--- config.mk ---
export PLATFORM = sky130hd
export DESIGN_NAME = filter_channel_scheduler_flat
export DESIGN_NICKNAME = d
export VERILOG_FILES = /design/src/rtl/filter_channel_scheduler_pkg.sv /design/src/rtl/filter_channel_scheduler_if.sv /design/src/rtl/filter_channel_scheduler_rr_arbiter.sv /design/src/rtl/filter_channel_scheduler.sv /design/src/flat_wrapper.sv
export SDC_FILE = /design/constraint.sdc
export NUM_CORES = 1
export LEC_CHECK = 0
export ABC_AREA = 1
export ABC_CLOCK_PERIOD_IN_PS = 14800
export CAP_MARGIN = 20
export CORE_MARGIN = 2
export CORE_UTILIZATION = 58
export CTS_BUF_LIST = sky130_fd_sc_hd__clkbuf_2 sky130_fd_sc_hd__clkbuf_4 sky130_fd_sc_hd__clkbuf_8
export DETAILED_ROUTE_END_ITERATION = 16
export PLACE_DENSITY = 0.88
export SETUP_SLACK_MARGIN = 0.3
export SLEW_MARGIN = 20
export SYNTH_ARGS = -nofsm -noshare
export SYNTH_HDL_FRONTEND = slang
export SYNTH_HIERARCHICAL = 1
export SYNTH_SLANG_ARGS = --single-unit
--- constraint.sdc ---
create_clock -name clk -period 14.8 [get_ports clk]
set_input_delay 1.48 -clock clk [delete_from_list [all_inputs] [get_ports clk]]
set_output_delay 1.48 -clock clk [all_outputs]
set_load 0.05 [all_outputs]
--- src/rtl/filter_channel_scheduler_pkg.sv ---
// Shared types and the result-width helper for filter_channel_scheduler.
// FILT_SAT_EN selects saturation instead of two's-complement wrap in sat_trunc.
package filt_sched_pkg;

  typedef enum logic {
    FILT_INT  = 1'b0,
    FILT_DIFF = 1'b1
  } filt_mode_e;

  typedef enum logic {
    EMPTY = 1'b0,
    FULL  = 1'b1
  } out_state_e;

  // Widest sample width the helper supports; callers sign-extend into it.
  localparam int MAX_DW = 32;

  // Reduce a sign-extended (dw+1)-bit result to dw bits; caller keeps the low dw bits.
  function automatic logic [MAX_DW-1:0] sat_trunc(input logic signed [MAX_DW:0] v,
                                                   input int dw);
    logic signed [MAX_DW:0] res_s;
`ifdef FILT_SAT_EN
    logic signed [MAX_DW:0] hi_s;
    logic signed [MAX_DW:0] lo_s;
    hi_s = (33'sd1 <<< (dw - 1)) - 33'sd1;
    lo_s = -hi_s - 33'sd1;
    if (v > hi_s) begin
      res_s = hi_s;
    end else if (v < lo_s) begin
      res_s = lo_s;
    end else begin
      res_s = v;
    end
`else
    res_s = (v <<< (MAX_DW + 1 - dw)) >>> (MAX_DW + 1 - dw);
`endif
    return res_s[MAX_DW-1:0];
  endfunction

endpackage

--- src/rtl/filter_channel_scheduler_if.sv ---
// Per-channel sample inputs and the single result output of filter_channel_scheduler.
interface filter_channel_scheduler_if #(
  parameter int NUM_CH = 4,
  parameter int DW     = 16
);
  localparam int CW = $clog2(NUM_CH);

  logic [NUM_CH-1:0]    in_valid;
  logic [NUM_CH-1:0]    in_ready;
  logic [NUM_CH*DW-1:0] in_data;
  logic [NUM_CH-1:0]    mode;
  logic [NUM_CH-1:0]    clr;
  logic                 out_valid;
  logic                 out_ready;
  logic [DW-1:0]        out_data;
  logic [CW-1:0]        out_ch;

  modport master (
    output in_valid, in_data, mode, clr, out_ready,
    input  in_ready, out_valid, out_data, out_ch
  );

  modport slave (
    input  in_valid, in_data, mode, clr, out_ready,
    output in_ready, out_valid, out_data, out_ch
  );
endinterface

--- src/rtl/filter_channel_scheduler_rr_arbiter.sv ---
// Round-robin arbiter: first requester at or after ptr wins; ptr moves past the winner.
module rr_arbiter #(
  parameter int N = 4
) (
  input  logic                 clk,
  input  logic                 reset,
  input  logic [N-1:0]         req,
  input  logic                 en,
  output logic [N-1:0]         gnt,
  output logic [$clog2(N)-1:0] gnt_idx
);
  localparam int W = $clog2(N);

  logic [W-1:0] ptr_r;
  logic         found_s;
  int           cand_s;

  // Cyclic search for the first requester starting at ptr_r.
  always_comb begin
    gnt     = {N{1'b0}};
    gnt_idx = {W{1'b0}};
    found_s = 1'b0;
    cand_s  = 0;
    for (int k = 0; k < N; k++) begin
      cand_s = 32'(ptr_r) + k;
      cand_s = (cand_s >= N) ? cand_s - N : cand_s;
      if (en && !found_s && req[cand_s]) begin
        found_s     = 1'b1;
        gnt[cand_s] = 1'b1;
        gnt_idx     = W'(cand_s);
      end else begin
        found_s = found_s;
      end
    end
  end

  // Priority pointer advances to the channel after the winner.
  always_ff @(posedge clk or posedge reset) begin
    if (reset) begin
      ptr_r <= {W{1'b0}};
    end else if (found_s) begin
      ptr_r <= (gnt_idx == W'(N - 1)) ? {W{1'b0}} : gnt_idx + W'(1);
    end else begin
      ptr_r <= ptr_r;
    end
  end
endmodule

--- src/rtl/filter_channel_scheduler.sv ---
// One integrator/differentiator datapath shared round-robin across NUM_CH channels.
// Define FILT_SAT_EN to saturate results instead of wrapping.
module filter_channel_scheduler #(
  parameter int NUM_CH = 4,
  parameter int DW     = 16
) (
  input  logic                 clk,
  input  logic                 reset,
  filter_channel_scheduler_if.slave bus
);
  import filt_sched_pkg::*;

  localparam int CW = $clog2(NUM_CH);

  out_state_e state_r;
  out_state_e state_next_s;

  logic              can_accept_s;
  logic              en_s;
  logic              acc_s;
  logic [NUM_CH-1:0] gnt_s;
  logic [CW-1:0]     gnt_idx_s;

  logic signed [DW-1:0] d_s;
  logic signed [DW-1:0] x_hist_s;
  logic signed [DW-1:0] y_hist_s;
  logic signed [DW:0]   sum_s;
  logic signed [DW-1:0] r_s;

  logic signed [DW-1:0] x_del_r [NUM_CH];
  logic signed [DW-1:0] y_del_r [NUM_CH];
  logic [DW-1:0]        out_data_r;
  logic [CW-1:0]        out_ch_r;

  // Reset also gates grants so in_ready stays low while reset is held.
  assign can_accept_s = (state_r == EMPTY) || bus.out_ready;
  assign en_s         = can_accept_s & ~reset;
  assign acc_s        = |gnt_s;
  assign bus.in_ready = gnt_s;

  rr_arbiter #(.N(NUM_CH)) u_arb (
    .clk     (clk),
    .reset   (reset),
    .req     (bus.in_valid),
    .en      (en_s),
    .gnt     (gnt_s),
    .gnt_idx (gnt_idx_s)
  );

  // Shared filter datapath for the granted channel; clr in the same cycle zeroes its history.
  always_comb begin
    d_s = bus.in_data[gnt_idx_s*DW +: DW];
    if (bus.clr[gnt_idx_s]) begin
      x_hist_s = {DW{1'b0}};
      y_hist_s = {DW{1'b0}};
    end else begin
      x_hist_s = x_del_r[gnt_idx_s];
      y_hist_s = y_del_r[gnt_idx_s];
    end
    if (filt_mode_e'(bus.mode[gnt_idx_s]) == FILT_DIFF) begin
      sum_s = {d_s[DW-1], d_s} - {x_hist_s[DW-1], x_hist_s};
    end else begin
      sum_s = {d_s[DW-1], d_s} + {y_hist_s[DW-1], y_hist_s};
    end
    r_s = DW'(sat_trunc((MAX_DW + 1)'(sum_s), DW));
  end

  // Per-channel history: acceptance takes priority over a standalone clear.
  always_ff @(posedge clk or posedge reset) begin
    if (reset) begin
      for (int i = 0; i < NUM_CH; i++) begin
        x_del_r[i] <= {DW{1'b0}};
        y_del_r[i] <= {DW{1'b0}};
      end
    end else begin
      for (int i = 0; i < NUM_CH; i++) begin
        if (acc_s && (gnt_idx_s == CW'(i))) begin
          x_del_r[i] <= d_s;
          y_del_r[i] <= r_s;
        end else if (bus.clr[i]) begin
          x_del_r[i] <= {DW{1'b0}};
          y_del_r[i] <= {DW{1'b0}};
        end else begin
          x_del_r[i] <= x_del_r[i];
          y_del_r[i] <= y_del_r[i];
        end
      end
    end
  end

  // Output stage state register.
  always_ff @(posedge clk or posedge reset) begin
    if (reset) begin
      state_r <= EMPTY;
    end else begin
      state_r <= state_next_s;
    end
  end

  // Output stage next state: accept refills, drain without accept empties.
  always_comb begin
    state_next_s = state_r;
    case (state_r)
      EMPTY: begin
        if (acc_s) begin
          state_next_s = FULL;
        end else begin
          state_next_s = EMPTY;
        end
      end
      FULL: begin
        if (acc_s) begin
          state_next_s = FULL;
        end else if (bus.out_ready) begin
          state_next_s = EMPTY;
        end else begin
          state_next_s = FULL;
        end
      end
      default: state_next_s = EMPTY;
    endcase
  end

  // Result register loads only on acceptance, so a stalled result holds.
  always_ff @(posedge clk or posedge reset) begin
    if (reset) begin
      out_data_r <= {DW{1'b0}};
      out_ch_r   <= {CW{1'b0}};
    end else if (acc_s) begin
      out_data_r <= r_s;
      out_ch_r   <= gnt_idx_s;
    end else begin
      out_data_r <= out_data_r;
      out_ch_r   <= out_ch_r;
    end
  end

  assign bus.out_valid = (state_r == FULL);
  assign bus.out_data  = out_data_r;
  assign bus.out_ch    = out_ch_r;
endmodule

--- src/flat_wrapper.sv ---
// flat-port wrapper written by rule: the top's interface ports become plain ports
module filter_channel_scheduler_flat import filt_sched_pkg::*;
#(
  parameter int NUM_CH = 4,
  parameter int DW     = 16
)
  (clk, reset, bus_in_valid, bus_in_data, bus_mode, bus_clr, bus_out_ready, bus_in_ready, bus_out_valid, bus_out_data, bus_out_ch);
  filter_channel_scheduler_if #(.NUM_CH(NUM_CH), .DW(DW)) bus_i ();
  input  logic clk;
  input  logic reset;
  input wire logic [$bits(bus_i.in_valid)-1:0] bus_in_valid;
  input wire logic [$bits(bus_i.in_data)-1:0] bus_in_data;
  input wire logic [$bits(bus_i.mode)-1:0] bus_mode;
  input wire logic [$bits(bus_i.clr)-1:0] bus_clr;
  input wire logic [$bits(bus_i.out_ready)-1:0] bus_out_ready;
  output wire logic [$bits(bus_i.in_ready)-1:0] bus_in_ready;
  output wire logic [$bits(bus_i.out_valid)-1:0] bus_out_valid;
  output wire logic [$bits(bus_i.out_data)-1:0] bus_out_data;
  output wire logic [$bits(bus_i.out_ch)-1:0] bus_out_ch;
  assign bus_i.in_valid = bus_in_valid;
  assign bus_i.in_data = bus_in_data;
  assign bus_i.mode = bus_mode;
  assign bus_i.clr = bus_clr;
  assign bus_i.out_ready = bus_out_ready;
  assign bus_in_ready = bus_i.in_ready;
  assign bus_out_valid = bus_i.out_valid;
  assign bus_out_data = bus_i.out_data;
  assign bus_out_ch = bus_i.out_ch;
  filter_channel_scheduler #(.NUM_CH(NUM_CH), .DW(DW)) u_core (.clk(clk), .reset(reset), .bus(bus_i));
endmodule
* Word level (Yosys, flattened, before mapping)
Cells that the tools add are included.
Storage, ports and cells: flip-flop bits (word level) 149, input bits 79, output and inout bits 23, logic and storage cells 138
Operators by class: $add $sub $neg 10, magnitude comparators 14, equality and inequality tests 3, shift-type cells 1, mux-type cells 66, bitwise operators 7, reduce and logical (&&, ||, !) cells 25
Operator list (number):
- 16-bit 2-to-1 mux | 19
- 32-bit by 1-bit >= comparator with 1-bit output (second input constant) | 4
- 32-bit by 4-bit < comparator with 1-bit output (second input constant) | 4
- 32-bit 2-to-1 mux | 4
- 16-bit binary-select mux with 2-bit select | 2
- 64-bit by 7-bit indexed part select with 16-bit output | 1
- 1-bit 2-to-1 mux | 21
- 16-bit adder | 1
- 4-bit 2-to-1 mux | 4
- 16-bit subtractor | 1
- 1-bit logical AND | 15
- 1-bit binary-select mux with 2-bit select | 6
- 3-bit >= comparator (second input constant) | 4
- 4-bit bitwise OR | 3
- 3-bit by 3-bit subtractor with 4-bit output (second input constant) | 3
- 2-bit 2-to-1 mux | 5
- 1-bit demux with 2-bit select | 4
- 2-bit nonzero test | 4
- 2-bit by 2-bit adder with 3-bit output (second input constant) | 2
- 2-bit == test (second input constant) | 2
- 4-bit OR reduction | 1
- 2-bit by 3-bit subtractor with 4-bit output (second input constant) | 1
- 2-bit by 1-bit adder with 3-bit output (second input constant) | 1
- 2-bit by 3-bit >= comparator with 1-bit output (second input constant) | 1
- other kinds (10) | 13

* Logic depth before layout (Yosys ltp)
depth in word-level cells 27, depth in mapped cells 36, mapped depth without buffers 35

* Modules after synthesis
The synthesis kept the hierarchy.
Modules (own cells, without submodules):
- filter_channel_scheduler | times used 1, cells each 1067, area each 8156.6 um^2, sequential area each 3678.5 um^2
- rr_arbiter | times used 1, cells each 89, area each 544.3 um^2, sequential area each 50.0 um^2

* Worst setup path before layout
No wires, ideal clock.
path kind input -> register, start point input port bus_out_ready, end point register u_core/y_del_r[44] (netlist bit), setup time 0.126 ns, data arrival time 5.332 ns, data required time 14.674 ns, setup slack 9.342 ns, cell stages on the path 35, path buffers 5, cell sequence inv_1 -> a21oi_1 -> nand3_1 -> nand2_1 -> inv_1 -> nand2_1 -> nand2_1 -> nand2_2 -> inv_2 -> buf_6 -> buf_6 -> buf_2 -> buf_2 -> clkbuf_1 -> a21oi_1 -> o21ai_0 -> a32oi_1 -> ha_1 -> inv_1 -> fa_1 -> nand3_1 -> nand3_1 -> nand2_1 -> nand2_1 -> nand2_1 -> nand2_1 -> nand2_1 -> nand2_1 -> nand2_1 -> nand2_1 -> nand3_1 -> nand2_1 -> or2_2 -> nand3_1 -> o21ai_0
On the way: word-level cells in the longest chain between the ends 24, elaborated cells between the ends (all ways) 48, classes of those cells 2 x add/sub; 1 x eq/ne; 1 x shift; 25 x mux; 5 x bitwise; 14 x reduce/logical
Ends and longest elaborated chain:
- from (decl) | RTL line flat_wrapper.sv:15 | input wire logic [$bits(bus_i.out_ready)-1:0] bus_out_ready;
- 1-bit logical OR * | RTL line filter_channel_scheduler.sv:36 | assign can_accept_s = (state_r == EMPTY) || bus.out_ready;
- 1-bit bitwise AND * | RTL line filter_channel_scheduler.sv:37 | assign en_s = can_accept_s & ~reset;
- named net u_core.en_s | RTL line filter_channel_scheduler.sv:19 | logic en_s;
- 1-bit logical AND | RTL line filter_channel_scheduler_rr_arbiter.sv:27 | if (en && !found_s && req[cand_s]) begin
- 1-bit 2-to-1 mux | RTL line filter_channel_scheduler_rr_arbiter.sv:27
- 1-bit zero test | RTL line filter_channel_scheduler_rr_arbiter.sv:27
- 1-bit logical AND (2 in series) | RTL line filter_channel_scheduler_rr_arbiter.sv:27
- 1-bit 2-to-1 mux | RTL line filter_channel_scheduler_rr_arbiter.sv:27
- 1-bit zero test | RTL line filter_channel_scheduler_rr_arbiter.sv:27
- 1-bit logical AND (2 in series) | RTL line filter_channel_scheduler_rr_arbiter.sv:27
- 1-bit 2-to-1 mux | RTL line filter_channel_scheduler_rr_arbiter.sv:27
- 1-bit zero test | RTL line filter_channel_scheduler_rr_arbiter.sv:27
- 1-bit logical AND (2 in series) | RTL line filter_channel_scheduler_rr_arbiter.sv:27
- 2-bit 2-to-1 mux * | RTL line filter_channel_scheduler_rr_arbiter.sv:27
- named net u_core.gnt_idx_s[0] | RTL line filter_channel_scheduler.sv:22 | logic [CW-1:0] gnt_idx_s;
- branches (longest 8 deep; another with 16-bit adder)
- to (signal, indexed assignment) | RTL line filter_channel_scheduler.sv:79 | y_del_r[i] <= r_s;
- to (signal, indexed assignment) | RTL line filter_channel_scheduler.sv:82 | y_del_r[i] <= {DW{1'b0}};
- to (signal, indexed assignment) | RTL line filter_channel_scheduler.sv:85 | y_del_r[i] <= y_del_r[i];
- to (decl) | RTL line filter_channel_scheduler.sv:31 | logic signed [DW-1:0] y_del_r [NUM_CH];
Mark *: on every way through the listed nets, which the timed path passes. The select of a mux whose other input is x is not followed. A chain may end at the register's enable or synchronous reset.

* Worst setup path after layout
start point input port reset, end point register u_core/y_del_r[28] (netlist bit)
On the way: word-level cells in the longest chain between the ends 24, elaborated cells between the ends (all ways) 48, classes of those cells 2 x add/sub; 1 x eq/ne; 1 x shift; 25 x mux; 6 x bitwise; 13 x reduce/logical
Ends and longest elaborated chain:
- from (decl) | RTL line flat_wrapper.sv:10 | input logic reset;
- 1-bit NOT * | RTL line filter_channel_scheduler.sv:37
- 1-bit bitwise AND * | RTL line filter_channel_scheduler.sv:37
- named net u_core.en_s | RTL line filter_channel_scheduler.sv:19
- 1-bit logical AND | RTL line filter_channel_scheduler_rr_arbiter.sv:27
- 1-bit 2-to-1 mux | RTL line filter_channel_scheduler_rr_arbiter.sv:27
- 1-bit zero test | RTL line filter_channel_scheduler_rr_arbiter.sv:27
- 1-bit logical AND (2 in series) | RTL line filter_channel_scheduler_rr_arbiter.sv:27
- 1-bit 2-to-1 mux | RTL line filter_channel_scheduler_rr_arbiter.sv:27
- 1-bit zero test | RTL line filter_channel_scheduler_rr_arbiter.sv:27
- 1-bit logical AND (2 in series) | RTL line filter_channel_scheduler_rr_arbiter.sv:27
- 1-bit 2-to-1 mux | RTL line filter_channel_scheduler_rr_arbiter.sv:27
- 1-bit zero test | RTL line filter_channel_scheduler_rr_arbiter.sv:27
- 1-bit logical AND (2 in series) | RTL line filter_channel_scheduler_rr_arbiter.sv:27
- 2-bit 2-to-1 mux * | RTL line filter_channel_scheduler_rr_arbiter.sv:27
- named net u_core.gnt_idx_s[0] | RTL line filter_channel_scheduler.sv:22
- branches (longest 8 deep; another with 16-bit adder)
Marked as above.

==> Flow_metrics.wiki <==
{| class="wikitable"
! Metric !! Value
|-
| Status || complete, no violations
|-
| Placed wire-length estimate || 17000 um
|-
| Global-route wire length before repair || 41100 um
|-
| Delay of the slowest cell on the worst path || 0.52 ns
|-
| Area fraction in compound gates after synthesis || 19.5%
|-
| CTS Hold Bufs || 0
|-
| TritonCTS clock tree || built
|-
| Register clock-pin slew on the reported worst setup and hold paths || 0.08 ns
|-
| Clock latency at the later pin of the worst-skew pair || 0.47 ns
|-
| Library cell with the highest instance count after synthesis || sky130_fd_sc_hd__nand2_1
|-
| Residual overflow from global routing || 0
|-
| Number of nets with antenna violations after routing || 0
|-
| Root buffer cell || sky130_fd_sc_hd__clkbuf_8
|-
| Number of buffers created by CTS || 17
|-
| Max-capacitance violation count || 0
|-
| Layout cell share with drive strength beyond 1 || 7.09%
|-
| H-tree levels || 4
|-
| Multi-input logic area || 0.00412 sq mm
|-
| Number of filler instances in the final layout || 1207
|-
| Row count || 44
|-
| DIE WIDTH || 126 um
|-
| Synthesized cell area || 0.00870 sq mm
|-
| Routed wire length || 25400 um
|-
| Global placer's final weighted congestion || 0.946
|-
| Largest family of logic cells by synthesized area || simple AND/OR/NAND/NOR gates
|-
| Post-Synthesis Net Count || 1260
|-
| Depth of the worst register-to-register path || 36
|-
| Global-route usage over all layers || 32.5%
|-
| CP arrival || 8.00 ns
|-
| Post-route setup TNS || 0 ns
|-
| Maximum net fanout on the critical path || 59
|-
| Maximum operating frequency || 130 MHz
|-
| Per-instance average area after synthesis || 7.53 sq um
|-
| Effective utilization at floorplan || 59.6%
|-
| Number of library cell types mapped by synthesis || 42
|-
| Crit Path Class || input port to flop
|-
| Final Setup Violations || 0
|-
| Routed length per instance || 17.8 um
|-
| Top FF cell, synth || sky130_fd_sc_hd__dfrtp_1
|-
| Full die area || 0.0160 sq mm
|-
| Number of register bits inferred by synthesis || 149
|-
| Max Buffers Root-to-Sink || 2
|-
| Drt via density || 5.94
|-
| Area growth syn-to-layout || 16.6%
|-
| Gate count of the mapped netlist || 1156
|-
| Number of synthesized flops with an enable pin || 0
|-
| IO buf count || 101
|-
| Maximum number of pins on one net before global-route repair || 75
|-
| Post-synthesis sequential area ratio || 42.9%
|-
| RSZ-0062 raised after global routing || no
|-
| Crit path max-delay cell type || sky130_fd_sc_hd__nand2_1
|-
| Area of all sequential standard cells || 0.00373 sq mm
|-
| CP Launch Type || input port
|-
| Tightest Pin Transition || 1.10 ns
|-
| Count of buffers added by post-CTS timing repair for setup || 0
|-
| Area share of and/or/nand/nor cells after synthesis || 23.1%
|-
| Core Footprint || 0.0146 sq mm
|-
| Die boundary height || 126 um
|-
| First-pass detailed-route iteration total || 5
|-
| Yosys warns || 6
|-
| Path class of the lowest-slack min-delay path || flop to flop
|-
| Number of endpoints with negative hold slack in the final report || 0
|-
| Ranking of synthesized cells by area || sky130_fd_sc_hd__dfrtp_1, sky130_fd_sc_hd__nand2_1, sky130_fd_sc_hd__o21ai_0, sky130_fd_sc_hd__inv_1, sky130_fd_sc_hd__o22ai_1
|-
| Adder-cell share of the synthesized area || 3.68%
|-
| Max-slew headroom at the worst pin || 26.3%
|-
| Post-detailed-route DRC marker count || 0
|-
| Required time reported for the critical path endpoint || 15.12 ns
|-
| Worst clock skew || 0.0136 ns
|-
| Number of gates resized after cts || 0
|-
| Sink Count || 149
|-
| Via Count || 8466
|-
| # nets final || 1333
|-
| Hold path cells || 2
|-
| Antenna diode count || 0
|-
| Worst setup EP type || flop
|-
| Fraction of the cycle the final worst path needs || 51.9%
|-
| Number of global-route vias before repair || 8259
|-
| Xor and xnor area share after synthesis || 0.906%
|-
| Minimum period implied by the final worst setup slack || 7.68 ns
|-
| Post-synthesis async set-or-reset flop share || 100%
|-
| Share of the synthesized area in the top cell type || 42.9%
|-
| Detailed router's first-iteration violation count || 814
|-
| Multiplexer share of the synthesized area || 0%
|-
| Max-slew violation count || 0
|-
| Io pins || 102
|-
| Cell repeated most along the worst path || sky130_fd_sc_hd__nand2_1
|-
| Initial antenna violation count || 0
|-
| Yosys top cell by area || sky130_fd_sc_hd__dfrtp_1
|-
| Synth top cells by count || sky130_fd_sc_hd__nand2_1, sky130_fd_sc_hd__dfrtp_1, sky130_fd_sc_hd__inv_1, sky130_fd_sc_hd__o21ai_0, sky130_fd_sc_hd__nand3_1
|}
-- final timing paths --
kind | from | end | slack (ns)
min in group asynchronous | reset | u_core/u_arb/ptr_r[1] | 1.32
max reg2reg | flop | u_core/y_del_r[28] | 7.80
min | u_core/bus.out_data[13] | u_core/bus.out_data[13] | 0.48
min reg2reg | u_core/bus.out_data[13] | u_core/bus.out_data[13] | 0.48
max | reset | u_core/y_del_r[28] | 7.12
max in group asynchronous | reset | u_core/x_del_r[16] | 11.85
-- sequential cells by signal (all words and copies together), names as in the netlist, named ones only --
register              count
u_core/bus.out_ch         2
u_core/x_del_r           64
u_core/bus.out_data      16
u_core/y_del_r           64
u_core/bus.out_valid      1
u_core/u_arb/ptr_r        1
-- logic make-up (layout without fill, tap and decap cells) --
kind of cell             after synthesis  in the layout
AO/OA/AOI/OAI                        302            302
XOR/XNOR                               9              9
adder cells (fa/ha/maj)               25             25
buffers and inverters                210            296
flip-flops                           149            149
AND/OR/NAND/NOR                      461            461
-- through the flow --
step	worst slack [ns]	area, sq um	std cells	hold slack [ns]	utilization (%)
5_1_grt	6.54	10100	1426	0.504	69.6
4_1_cts	7.27	10100	1426	0.485	69.6
6_report	7.12	10100	1426	0.481	69.6
3_5_place_dp	6.77	9730	1394	0.465	66.7
2_1_floorplan	9.34	8700	1156	0.444	-
3_3_place_gp	6.96	9730	1394	0.461	66.7
-- area by class of cell --
type	count	share of cell area [%]
Sequential cell	149	36.7
Tap cell	184	2.27
Inverter	157	5.87
Timing Repair Buffer	107	10.4
Clock inverter	12	1.50
Multi-Input combinational cell	797	40.6
Clock buffer	20	2.65
-- placed cells by master (no fill, tap or decap), types with 3 or more instances in the layout --
master | Yosys | final
sky130_fd_sc_hd__clkinv_2 | 1 | 5
sky130_fd_sc_hd__o22ai_1 | 71 | 71
sky130_fd_sc_hd__a32oi_1 | 6 | 6
sky130_fd_sc_hd__nand3_1 | 86 | 86
sky130_fd_sc_hd__o21ai_0 | 136 | 136
sky130_fd_sc_hd__o21bai_1 | 5 | 5
sky130_fd_sc_hd__nand2_1 | 267 | 267
sky130_fd_sc_hd__inv_1 | 142 | 141
sky130_fd_sc_hd__nand2_2 | 6 | 5
sky130_fd_sc_hd__bufinv_16 | 0 | 3
sky130_fd_sc_hd__buf_4 | 6 | 6
sky130_fd_sc_hd__a21oi_1 | 58 | 58
sky130_fd_sc_hd__nand4_1 | 3 | 3
sky130_fd_sc_hd__inv_2 | 13 | 13
sky130_fd_sc_hd__o21ai_1 | 7 | 7
sky130_fd_sc_hd__nor2_1 | 69 | 69
sky130_fd_sc_hd__o32ai_1 | 8 | 8
sky130_fd_sc_hd__xnor2_1 | 7 | 7
sky130_fd_sc_hd__ha_1 | 24 | 24
sky130_fd_sc_hd__or2_2 | 3 | 3
sky130_fd_sc_hd__a31oi_1 | 6 | 6
sky130_fd_sc_hd__nor2_2 | 9 | 9
sky130_fd_sc_hd__nand3_2 | 9 | 9
sky130_fd_sc_hd__dfrtp_1 | 149 | 149
sky130_fd_sc_hd__clkbuf_8 | 0 | 19
sky130_fd_sc_hd__clkinv_4 | 0 | 3
sky130_fd_sc_hd__clkdlybuf4s50_1 | 0 | 101
-- layer usage --
metal / wire length [um] / up-vias / GRT usage [%]
met5: 0 / - / 0
met4: 1050 / 0 / 16.0
met3: 1890 / 80 / 7.68
met2: 11900 / 402 / 51.3
met1: 10500 / 4008 / 42.1
li1: - / 3976 / -
-- critical path, delay by kind of cell --
family | cells | cell delay, ns
AO/OA/AOI/OAI | 3 | 0.74
adder cells (fa/ha/maj) | 2 | 0.58
AND/OR/NAND/NOR | 23 | 3.31
buffers and inverters | 7 | 1.82
Power is left out: the tool's default activity adds up to more than one toggle a clock period on the data nets, which glitch-free logic cannot reach.
